## src/rtl/acc_cpu_pkg.sv

```systemverilog
// Shared definitions for the accumulator CPU core.
//   - OP_HLT..OP_JMP : 3-bit opcode constants
//   - state_t        : control FSM states
//   - opcode_of()    : extracts the opcode field from an instruction word of
//                      any width up to IR_MAX_W-1 bits
package acc_cpu_pkg;

    localparam logic [2:0] OP_HLT = 3'd0;
    localparam logic [2:0] OP_SKZ = 3'd1;
    localparam logic [2:0] OP_ADD = 3'd2;
    localparam logic [2:0] OP_AND = 3'd3;
    localparam logic [2:0] OP_XOR = 3'd4;
    localparam logic [2:0] OP_LDA = 3'd5;
    localparam logic [2:0] OP_STO = 3'd6;
    localparam logic [2:0] OP_JMP = 3'd7;

    typedef enum logic [1:0] {
        FETCH  = 2'd0,
        DECODE = 2'd1,
        MEM    = 2'd2,
        HALT   = 2'd3
    } state_t;

    // Instruction words are zero-extended to this width before extraction so
    // one function serves every DATA_W; a 7-bit index addresses all bits.
    localparam int IR_MAX_W = 128;

    function automatic logic [2:0] opcode_of(input logic [IR_MAX_W-1:0] ir,
                                             input logic [6:0]          data_w);
        return ir[data_w - 7'd1 -: 3];
    endfunction

endpackage

```

## src/rtl/acc_cpu_if.sv

```systemverilog
// Request/ready memory port between the core and the shared memory.
//   mem_req/mem_we/mem_addr/mem_wdata : driven by the core (master)
//   mem_rdata/mem_ready               : driven by the memory (slave)
// A transaction completes in the cycle mem_ready is sampled high with mem_req=1.
interface acc_cpu_if #(
    parameter int DATA_W = 8,
    parameter int ADDR_W = 5
);
    logic              mem_req;
    logic              mem_we;
    logic [ADDR_W-1:0] mem_addr;
    logic [DATA_W-1:0] mem_wdata;
    logic [DATA_W-1:0] mem_rdata;
    logic              mem_ready;

    modport master (
        output mem_req, mem_we, mem_addr, mem_wdata,
        input  mem_rdata, mem_ready
    );

    modport slave (
        input  mem_req, mem_we, mem_addr, mem_wdata,
        output mem_rdata, mem_ready
    );
endinterface

```

## src/rtl/acc_cpu_alu.sv

```systemverilog
// Combinational accumulator ALU.
//   opcode_i : instruction opcode
//   acc_i    : current accumulator
//   mdata_i  : memory read data
//   result_o : new accumulator value; non-ALU opcodes (incl. STO) pass acc_i
module acc_cpu_alu
    import acc_cpu_pkg::*;
#(
    parameter int DATA_W = 8
) (
    input  logic [2:0]        opcode_i,
    input  logic [DATA_W-1:0] acc_i,
    input  logic [DATA_W-1:0] mdata_i,
    output logic [DATA_W-1:0] result_o
);

    always_comb begin
        result_o = acc_i;
        case (opcode_i)
            OP_ADD:  result_o = acc_i + mdata_i;   // wraps, carry discarded
            OP_AND:  result_o = acc_i & mdata_i;
            OP_XOR:  result_o = acc_i ^ mdata_i;
            OP_LDA:  result_o = mdata_i;
            default: result_o = acc_i;
        endcase
    end

endmodule

```

## src/rtl/acc_cpu_core.sv

```systemverilog
// Multi-cycle accumulator CPU core with a request/ready memory port.
//   clk, rst : clock, synchronous active-high reset
//   go       : resume pulse, honoured only in HALT
//   mem      : memory master port (acc_cpu_if.master)
//   halted   : core is in HALT
//   zero     : accumulator == 0
//   pc_out   : current PC (debug)
//   acc_out  : current accumulator (debug)
module acc_cpu_core
    import acc_cpu_pkg::*;
#(
    parameter int DATA_W   = 8,
    parameter int ADDR_W   = 5,
    parameter int RESET_PC = 0
) (
    input  logic              clk,
    input  logic              rst,
    input  logic              go,
    acc_cpu_if.master         mem,
    output logic              halted,
    output logic              zero,
    output logic [ADDR_W-1:0] pc_out,
    output logic [DATA_W-1:0] acc_out
);

    if (ADDR_W > DATA_W - 3 || DATA_W > IR_MAX_W - 1) begin : g_param_check
        $error("acc_cpu_core: ADDR_W must not exceed DATA_W-3");
    end

    state_t            state_q, state_d;
    logic [ADDR_W-1:0] pc_q, pc_d;
    logic [DATA_W-1:0] ir_q, ir_d;
    logic [DATA_W-1:0] acc_q, acc_d;

    logic [2:0]        opcode;
    logic [ADDR_W-1:0] operand;
    logic [DATA_W-1:0] alu_result;
    logic              req_c;
    logic              we_c;
    logic [ADDR_W-1:0] addr_c;

    assign opcode  = opcode_of(IR_MAX_W'(ir_q), 7'(DATA_W));
    assign operand = ir_q[ADDR_W-1:0];

    acc_cpu_alu #(.DATA_W(DATA_W)) u_alu (
        .opcode_i (opcode),
        .acc_i    (acc_q),
        .mdata_i  (mem.mem_rdata),
        .result_o (alu_result)
    );

    // Every register holds during a wait state because updates are gated by
    // mem_ready; request, address and direction depend only on state and IR,
    // so they stay stable for the whole transaction.
    always_comb begin
        state_d = state_q;
        pc_d    = pc_q;
        ir_d    = ir_q;
        acc_d   = acc_q;
        req_c   = 1'b0;
        we_c    = 1'b0;
        addr_c  = pc_q;
        case (state_q)
            FETCH: begin
                req_c = 1'b1;
                if (mem.mem_ready) begin
                    ir_d    = mem.mem_rdata;
                    pc_d    = pc_q + ADDR_W'(1);
                    state_d = DECODE;
                end
            end
            DECODE: begin
                case (opcode)
                    OP_HLT: state_d = HALT;
                    OP_SKZ: begin
                        if (acc_q == '0) pc_d = pc_q + ADDR_W'(1);
                        state_d = FETCH;
                    end
                    OP_JMP: begin
                        pc_d    = operand;
                        state_d = FETCH;
                    end
                    default: state_d = MEM;
                endcase
            end
            MEM: begin
                req_c  = 1'b1;
                addr_c = operand;
                we_c   = (opcode == OP_STO);
                if (mem.mem_ready) begin
                    acc_d   = alu_result;   // STO passes acc through unchanged
                    state_d = FETCH;
                end
            end
            HALT: begin
                if (go) state_d = FETCH;
            end
            default: state_d = FETCH;
        endcase
    end

    always_ff @(posedge clk) begin
        if (rst) begin
            state_q <= FETCH;
            pc_q    <= ADDR_W'(RESET_PC);
            ir_q    <= '0;
            acc_q   <= '0;
        end else begin
            state_q <= state_d;
            pc_q    <= pc_d;
            ir_q    <= ir_d;
            acc_q   <= acc_d;
        end
    end

    // Request is masked during reset so an aborted transaction cannot pulse again.
    assign mem.mem_req   = req_c & ~rst;
    assign mem.mem_we    = we_c;
    assign mem.mem_addr  = addr_c;
    assign mem.mem_wdata = acc_q;

    assign halted  = (state_q == HALT);
    assign zero    = (acc_q == '0);
    assign pc_out  = pc_q;
    assign acc_out = acc_q;

endmodule

```

## src/flat_wrapper.sv

```systemverilog
// flat-port wrapper written by rule: the top's interface ports become plain ports
module acc_cpu_core_flat import acc_cpu_pkg::*;
#(
    parameter int DATA_W   = 8,
    parameter int ADDR_W   = 5,
    parameter int RESET_PC = 0
)
  (clk, rst, go, halted, zero, pc_out, acc_out, mem_mem_req, mem_mem_we, mem_mem_addr, mem_mem_wdata, mem_mem_rdata, mem_mem_ready);
  acc_cpu_if #(.DATA_W(DATA_W), .ADDR_W(ADDR_W)) mem_i ();
  input  logic clk;
  input  logic rst;
  input  logic go;
  output logic halted;
  output logic zero;
  output logic [ADDR_W-1:0] pc_out;
  output logic [DATA_W-1:0] acc_out;
  output wire logic [$bits(mem_i.mem_req)-1:0] mem_mem_req;
  output wire logic [$bits(mem_i.mem_we)-1:0] mem_mem_we;
  output wire logic [$bits(mem_i.mem_addr)-1:0] mem_mem_addr;
  output wire logic [$bits(mem_i.mem_wdata)-1:0] mem_mem_wdata;
  input wire logic [$bits(mem_i.mem_rdata)-1:0] mem_mem_rdata;
  input wire logic [$bits(mem_i.mem_ready)-1:0] mem_mem_ready;
  assign mem_mem_req = mem_i.mem_req;
  assign mem_mem_we = mem_i.mem_we;
  assign mem_mem_addr = mem_i.mem_addr;
  assign mem_mem_wdata = mem_i.mem_wdata;
  assign mem_i.mem_rdata = mem_mem_rdata;
  assign mem_i.mem_ready = mem_mem_ready;
  acc_cpu_core #(.DATA_W(DATA_W), .ADDR_W(ADDR_W), .RESET_PC(RESET_PC)) u_core (.clk(clk), .rst(rst), .go(go), .mem(mem_i), .halted(halted), .zero(zero), .pc_out(pc_out), .acc_out(acc_out));
endmodule
```

## config.mk

```make
export PLATFORM = sky130hd
export DESIGN_NAME = acc_cpu_core_flat
export DESIGN_NICKNAME = d
export VERILOG_FILES = /design/src/rtl/acc_cpu_pkg.sv /design/src/rtl/acc_cpu_if.sv /design/src/rtl/acc_cpu_alu.sv /design/src/rtl/acc_cpu_core.sv /design/src/flat_wrapper.sv
export SDC_FILE = /design/constraint.sdc
export NUM_CORES = 1
export LEC_CHECK = 0
export ABC_CLOCK_PERIOD_IN_PS = 1990
export CORE_ASPECT_RATIO = 0.8
export CORE_MARGIN = 8
export CORE_UTILIZATION = 35
export CTS_BUF_LIST = sky130_fd_sc_hd__clkbuf_16
export DETAILED_ROUTE_END_ITERATION = 12
export PLACE_DENSITY = 0.64
export SYNTH_ARGS = -nofsm -noshare
export SYNTH_HDL_FRONTEND = slang
export SYNTH_HIERARCHICAL = 1
export SYNTH_SLANG_ARGS = --single-unit
```

## constraint.sdc

```tcl
create_clock -name clk -period 1.99 [get_ports clk]
set_input_delay 0.398 -clock clk [delete_from_list [all_inputs] [get_ports clk]]
set_output_delay 0.398 -clock clk [all_outputs]
set_load 0.005 [all_outputs]
```

==> impl_metrics.csv, run 1 <==
group,metric,value,unit
cts,clk_path_buf_depth,2,
yosys,synth.top_cell.area_share,0.241,
power,cellLeakagePower,0.00119,µW
worst_setup_path,worstPathRequired,2.13,ns
yosys,synth-warning-count,6,
placed_design,final_weighted_congestion_of_routability_driven_global_placement,0.876,
floorplan,io-pin-count,42,
flow_run,drv_cap,0,
cts,cts_hold_buffers,0,
global_routing,grt_pass1_wl,8.98,mm
floorplan,design.die.area,8080,µm²
floorplan,core-area,5350,µm²
global_routing,antenna_found_initial,0,
worst_setup_path,critPathLaunchType,"flop",
timing,hold_violations,0,
min_path,worstHoldStart,"u_core/ir_q[0]",
status,status,"complete, no violations",
global_routing,grt_pass1_vias,1818,
yosys,synth-seq-cells,23,
layout,area_delta_synth_final,47.0,%
cts,clk_root_buffer_cell,"sky130_fd_sc_hd__clkbuf_16",
yosys,syn_area,1910,µm²
global_routing,grt_max_degree,27,
global_routing,groute.usage.overall,0.137,
worst_setup_path,cp_data_arrival_time,2.08,ns
detailed_routing,antenna_left,0,
yosys,synth_flop_cell,"sky130_fd_sc_hd__dfxtp_1",
detailed_routing,routedWlPerCell,14.8,µm
worst_setup_path,timing.critical_path.fanout_max,4,
cts,cts.sinks,23,
yosys,ffs_w_async_s_r_synth,0,
worst_setup_path,timing.critical_path.to_type,"flop",
timing,slew_headroom,0.773,
yosys,syn_avg_cell_area,7.57,µm²
yosys,ys_top_cells_by_count,"sky130_fd_sc_hd__nand2_1, sky130_fd_sc_hd__a21oi_1, sky130_fd_sc_hd__nor2_1",
layout,net_count_final,342,
min_path,hp-class,"flop to flop",
floorplan,die-width,98.5,µm
detailed_routing,drc,0,
worst_setup_path,reg_to_reg_startpoint,"u_core/acc_out[0]",
yosys,netlist_top_cells_area,"sky130_fd_sc_hd__dfxtp_1, sky130_fd_sc_hd__mux2i_1, sky130_fd_sc_hd__nand2_1",
detailed_routing,totalWireLength,5.67,mm
power,total_power_divided_by_cell_area,560,nW/µm²
detailed_routing,vias_per_cell,5.27,
worst_setup_path,worstRegToRegCells,9,
timing,final_critical_path_setup_slack,0.0563,ns
global_routing,global_route.overflow_total,0,
detailed_routing,drt_pass1_iterations,4,
placed_design,place_worst_setup_slack,-0.566,ns
layout,drive_above_1_share,0.254,
yosys,post_synth_edffs,0,
timing,final.setup.tns,0,ns
yosys,most_frequently_used_cell_type_in_the_post_synthesis_netlist,"sky130_fd_sc_hd__nand2_1",
cts,tritoncts_clock_tree,"done",
timing,final-max-slew-violation-count,0,
timing,fin_skew,0.00333,ns
floorplan,die_height,82.0,µm
cts,clkLatencyLatePin,0.26,ns
timing,worst-slew-pin-transition,0.339,ns
placed_design,dp_hpwl,4.16,mm
layout,final_core_util,0.524,
power,max-vdd-ir-drop,0.000317,V
min_path,worst_hold_path.endpoint,"u_core/ir_q[0]",
yosys,yosysUniqueCellTypes,44,
placed_design,io_buffer_count,41,
cts,clock_tree.htree_level_count,1,
timing,max_clock_freq,517,MHz
detailed_routing,drt_iter0_markers,132,
detailed_routing,via_count,2024,
timing,rsz_0062_raised_after_global_routing,"yes",
layout,final_cells,384,
floorplan,start_util,0.357,
worst_setup_path,timing.rr.end,"u_core/acc_out[6]",
yosys,postSynthNetCount,274,
timing,setup_viol_count_final,0,
yosys,postSynthCellCount,252,
layout,fillCellCount,521,
yosys,ys_seq_area_frac,0.241,
worst_setup_path,critPathKind,"flop to flop",
timing,period_share,0.972,
cts,cts.clk_slew.worst_paths,0.06,ns
timing,finalCriticalPeriod,1.93,ns
layout,antenna_cells,0,
floorplan,placement_rows,24,
cts,cts_buffers,3,
worst_setup_path,rrSetupSlack,0.06,ns
yosys,synth_area_leader_cell,"sky130_fd_sc_hd__dfxtp_1",
placed_design,instance_count_after_placement_with_tap_cells_included,379,
min_path,worstHoldPathCells,2,
## power by group
part,switching [µW],internal [µW]
clock,178,269
combinational,287,304
sequential,35.1,498
total,500,1070
## timing repair
action / 4_1_cts / 5_1_grt
setup buffers: 0 / 2
endpoints found under the hold margin: 0 / 0
pin swaps: 5 / 8
gates resized for setup: 15 / 22
endpoints found under the setup margin: 13 / 16
## cell type report
class	instances	area [µm²]	share of cell area
Multi-Input combinational cell	204	1430	0.508
Timing Repair Buffer	87	749	0.267
Sequential cell	23	464	0.166
Tap cell	65	81.3	0.0290
Clock buffer	3	75.1	0.0268
Clock inverter	1	3.75	0.00134
Inverter	1	3.75	0.00134
## logic make-up (layout without fill, tap and decap cells)
logic type | after synthesis | after routing | share of synthesized area
flip-flops | 23 | 23 | 0.241
XOR/XNOR | 6 | 6 | 0.0276
multiplexers | 24 | 24 | 0.129
buffers and inverters | 25 | 92 | 0.0682
AND/OR/NAND/NOR | 95 | 95 | 0.240
AO/OA/AOI/OAI | 69 | 69 | 0.224
adder cells (fa/ha/maj) | 10 | 10 | 0.0696
## cell usage in the layout (no fill, tap or decap), types with 3 or more instances in the layout
master and count:
sky130_fd_sc_hd__nor2_1 25, sky130_fd_sc_hd__nand2b_1 7, sky130_fd_sc_hd__dlymetal6s2s_1 4, sky130_fd_sc_hd__nand2_1 36
sky130_fd_sc_hd__a31oi_1 3, sky130_fd_sc_hd__buf_4 46, sky130_fd_sc_hd__xnor2_1 3, sky130_fd_sc_hd__clkdlybuf4s50_1 33
sky130_fd_sc_hd__xor2_1 3, sky130_fd_sc_hd__ha_1 3, sky130_fd_sc_hd__nor3_1 4, sky130_fd_sc_hd__clkbuf_2 3
sky130_fd_sc_hd__dfxtp_2 3, sky130_fd_sc_hd__ha_4 5, sky130_fd_sc_hd__dfxtp_1 20, sky130_fd_sc_hd__o32ai_1 3
sky130_fd_sc_hd__clkbuf_16 3, sky130_fd_sc_hd__o21ai_0 17, sky130_fd_sc_hd__mux2_2 5, sky130_fd_sc_hd__a21oi_1 25
sky130_fd_sc_hd__nand3_1 4, sky130_fd_sc_hd__nor2b_1 4, sky130_fd_sc_hd__mux2i_1 19
## layer usage
metal	share of wire	track usage	vias up
met2	0.44	0.220	59
li1	-	-	1026
met3	0.054	0.0347	4
met4	0.0063	0.0275	0
met5	0	0	-
met1	0.50	0.184	935
## metrics by stage
step	power [µW]	instance area, µm²	hold WS [ns]
after CTS	1550	2720	0.482
after global placement	1090	2610	0.458
after floorplan	860	1910	0.446
after detailed placement	1100	2610	0.473
after global routing	1670	2800	0.506
final	1570	2800	0.480
## flip-flops by register name (all words and copies together) (netlist names)
| name | count |
|---|---|
| u_core/pc_out | 5 |
| u_core/acc_out | 8 |
| u_core/ir_q | 8 |
| u_core/state_q | 2 |
## worst max path at each step
stage / from / end / slack, ns
after floorplan: mem_mem_rdata[0] / u_core/acc_out[6] / 0.01
after global placement: mem_mem_rdata[0] / u_core/acc_out[6] / -0.50
after detailed placement: mem_mem_rdata[0] / u_core/acc_out[6] / -0.57
after CTS: mem_mem_rdata[3] / u_core/acc_out[6] / 0.02
after global routing: u_core/acc_out[0] / u_core/acc_out[6] / -0.05
final: u_core/acc_out[0] / u_core/acc_out[6] / 0.06
## critical path: stages, from the launching register on
cell                       delay (ns)
sky130_fd_sc_hd__dfxtp_2         0.35
sky130_fd_sc_hd__ha_4            0.17
sky130_fd_sc_hd__fa_2            0.41
sky130_fd_sc_hd__a211oi_2        0.23
sky130_fd_sc_hd__o21bai_1        0.09
sky130_fd_sc_hd__a21oi_1         0.16
sky130_fd_sc_hd__xor2_1          0.15
sky130_fd_sc_hd__o21ai_1         0.08
sky130_fd_sc_hd__mux2i_1         0.13
sky130_fd_sc_hd__nor2_1          0.05
Power figures use the tool's default switching activity.
==> run 2: changes to the inputs <==
ABC_CLOCK_PERIOD_IN_PS = 1900   (was 1990)
PLACE_DENSITY = 0.62   (was 0.64)
clock period = 1.9 ns   (was 1.99 ns; I/O delays follow)
==> run 2 against run 1 <==
The run now ends with negative setup slack left. Largest cell class unchanged. Critical path type unchanged. Setup slack got worse by 0.096 ns. Clock skew increased by 0.0018 ns. Register-to-register slack got worse by 0.096 ns. Flip-flop and latch count is the same. Count of clock-buffer cells in the layout unchanged. Fmax shrank 0.33%. Utilization grew 1.1 points. Design area rose by 2.0%. Via count grew 1.8%. Wire length is 5.6% higher.
==> impl_metrics.csv, run 2 (same netlist as run 1, synthesis figures left out) <==
group,metric,value,unit
worst_setup_path,worstRegToRegCells,9,
layout,final_cells,387,
layout,multi_input_comb_area,1450,µm²
layout,final-seq-area,470,µm²
floorplan,die_height,82.0,µm
worst_setup_path,reg_to_reg_startpoint,"u_core/acc_out[1]",
timing,fin_hold_ws,0.477,ns
timing,final_critical_path_setup_slack,-0.0402,ns
detailed_routing,drt_pass1_iterations,4,
detailed_routing,routedWlPerCell,15.5,µm
timing,final-max-slew-violation-count,0,
power,seq_pwr_share,0.336,
placed_design,instance_count_after_placement_with_tap_cells_included,379,
placed_design,io_buffer_count,41,
power,netSwitchingFraction,0.322,
cts,clock_tree.htree_level_count,1,
timing,max_clock_freq,515,MHz
power,netSwitchingPower,533,µW
status,status,"finished with violations",
worst_setup_path,worstPathRequired,2.04,ns
floorplan,die-width,98.5,µm
power,cellLeakagePower,0.00123,µW
cts,cts.sinks,23,
power,totalPowerFinal,1650,µW
layout,net_count_final,345,
layout,final_common_cell,"sky130_fd_sc_hd__buf_4",
timing,worst-slew-pin-transition,0.309,ns
detailed_routing,drt_iter0_markers,139,
cts,cts_hold_buffers,0,
power,total_power_divided_by_cell_area,579,nW/µm²
floorplan,io-pin-count,42,
timing,period_share,1.02,
cts,cts.clk_slew.worst_paths,0.07,ns
flow_run,drv_cap,0,
power,pwr-share-clk,0.278,
global_routing,groute.usage.overall,0.148,
floorplan,start_util,0.357,
layout,area_delta_synth_final,49.9,%
placed_design,final_weighted_congestion_of_routability_driven_global_placement,0.877,
detailed_routing,totalWireLength,5.99,mm
global_routing,antenna_found_initial,0,
cts,clkLatencyLatePin,0.25,ns
timing,setup_viol_count_final,3,
worst_setup_path,timing.critical_path.to_type,"flop",
detailed_routing,vias_per_cell,5.33,
cts,clk_path_buf_depth,2,
layout,fillCellCount,512,
global_routing,grt_pass1_vias,2005,
power,p_int,1120,µW
worst_setup_path,timing.critical_path.fanout_max,4,
global_routing,global_route.overflow_total,0,
floorplan,design.die.area,8080,µm²
worst_setup_path,critPathKind,"flop to flop",
worst_setup_path,timing.rr.end,"u_core/acc_out[6]",
status,failing_checks,"negative setup slack",
cts,tritoncts_clock_tree,"done",
timing,slew_headroom,0.793,
min_path,hp-class,"flop to flop",
power,comb_power_share,0.386,
worst_setup_path,rrSetupSlack,-0.04,ns
worst_setup_path,cp_data_arrival_time,2.08,ns
worst_setup_path,critical_path.startpoint,"u_core/acc_out[1]",
timing,fin_skew,0.00513,ns
worst_setup_path,critPathLaunchType,"flop",
layout,mostFrequentLayoutCells,"sky130_fd_sc_hd__buf_4, sky130_fd_sc_hd__nand2_1, sky130_fd_sc_hd__clkdlybuf4s50_1",
timing,rsz_0062_raised_after_global_routing,"yes",
global_routing,grt_max_degree,27,
global_routing,grt_pass1_wl,9.86,mm
detailed_routing,drc,0,
detailed_routing,via_count,2061,
floorplan,placement_rows,24,
cts,cts_buffers,3,
timing,hold_violations,0,
detailed_routing,antenna_left,0,
power,max-vdd-ir-drop,0.000415,V
timing,finalCriticalPeriod,1.94,ns
worst_setup_path,endpoint,"u_core/acc_out[6]",
placed_design,dp_hpwl,4.30,mm
floorplan,core-area,5350,µm²
layout,drive_above_1_share,0.270,
cts,clk_root_buffer_cell,"sky130_fd_sc_hd__clkbuf_16",
layout,antenna_cells,0,
[run 2: timing repair]
action	CTS	global route
gates resized for setup	30	22
endpoints found under the setup margin	18	12
pin swaps	11	28
buffers inserted	2	2
[run 2: worst max-delay path, cell delays in order (launching register included)]
cell	delay, ns
sky130_fd_sc_hd__dfxtp_4	0.36
sky130_fd_sc_hd__buf_4	0.14
sky130_fd_sc_hd__fa_2	0.41
sky130_fd_sc_hd__a211oi_2	0.22
sky130_fd_sc_hd__o21bai_1	0.10
sky130_fd_sc_hd__a21oi_2	0.17
sky130_fd_sc_hd__xor2_1	0.16
sky130_fd_sc_hd__o21ai_1	0.08
sky130_fd_sc_hd__mux2i_1	0.13
sky130_fd_sc_hd__nor2_1	0.05
[run 2: worst min-delay path by stage]
stage,from,endpoint,slack [ns],cells after the start
2_1_floorplan,u_core/ir_q[1],u_core/ir_q[1],0.45,2
3_3_place_gp,u_core/ir_q[3],u_core/ir_q[3],0.47,2
3_5_place_dp,u_core/ir_q[4],u_core/ir_q[4],0.47,2
4_1_cts,u_core/ir_q[4],u_core/ir_q[4],0.48,2
5_1_grt,u_core/ir_q[0],u_core/ir_q[0],0.50,2
6_report,u_core/ir_q[4],u_core/ir_q[4],0.48,2
[run 2: power groups by stage]
stage | clock network, µW | logic [µW] | registers, µW
floorplan | 0 | 337 | 564
global placement | 0 | 582 | 563
detailed placement | 0 | 593 | 564
CTS | 473 | 612 | 555
global route | 491 | 707 | 561
finish | 460 | 639 | 556
[run 2: area by class of cell]
cell class	count	share of cell area
multi-input cells	204	0.507
flip-flops and latches	23	0.165
inverters	1	0.00131
well taps	65	0.0284
clock inverters	1	0.00131
clock buffers	3	0.0263
repair buffers	90	0.271
[run 2: per-stage QoR]
| stage | setup WS, ns | utilization | area, µm² | setup TNS, ns |
|---|---|---|---|---|
| after floorplan | 0.00559 | - | 1910 | 0 |
| after global placement | -0.525 | 0.489 | 2620 | -3.95 |
| after detailed placement | -0.567 | 0.489 | 2620 | -4.29 |
| after CTS | -0.0509 | 0.520 | 2780 | -0.0622 |
| after global routing | -0.110 | 0.535 | 2860 | -0.357 |
| final | -0.0402 | 0.535 | 2860 | -0.0711 |
[run 2: metal layers]
layer | vias to the layer above | routed length, µm | track usage | share of wire
li1 | 1031 | - | - | -
met1 | 964 | 2920 | 0.198 | 0.49
met2 | 62 | 2690 | 0.244 | 0.45
met3 | 4 | 346 | 0.0288 | 0.058
met4 | 0 | 39 | 0.0290 | 0.0065
met5 | - | 0 | 0 | 0
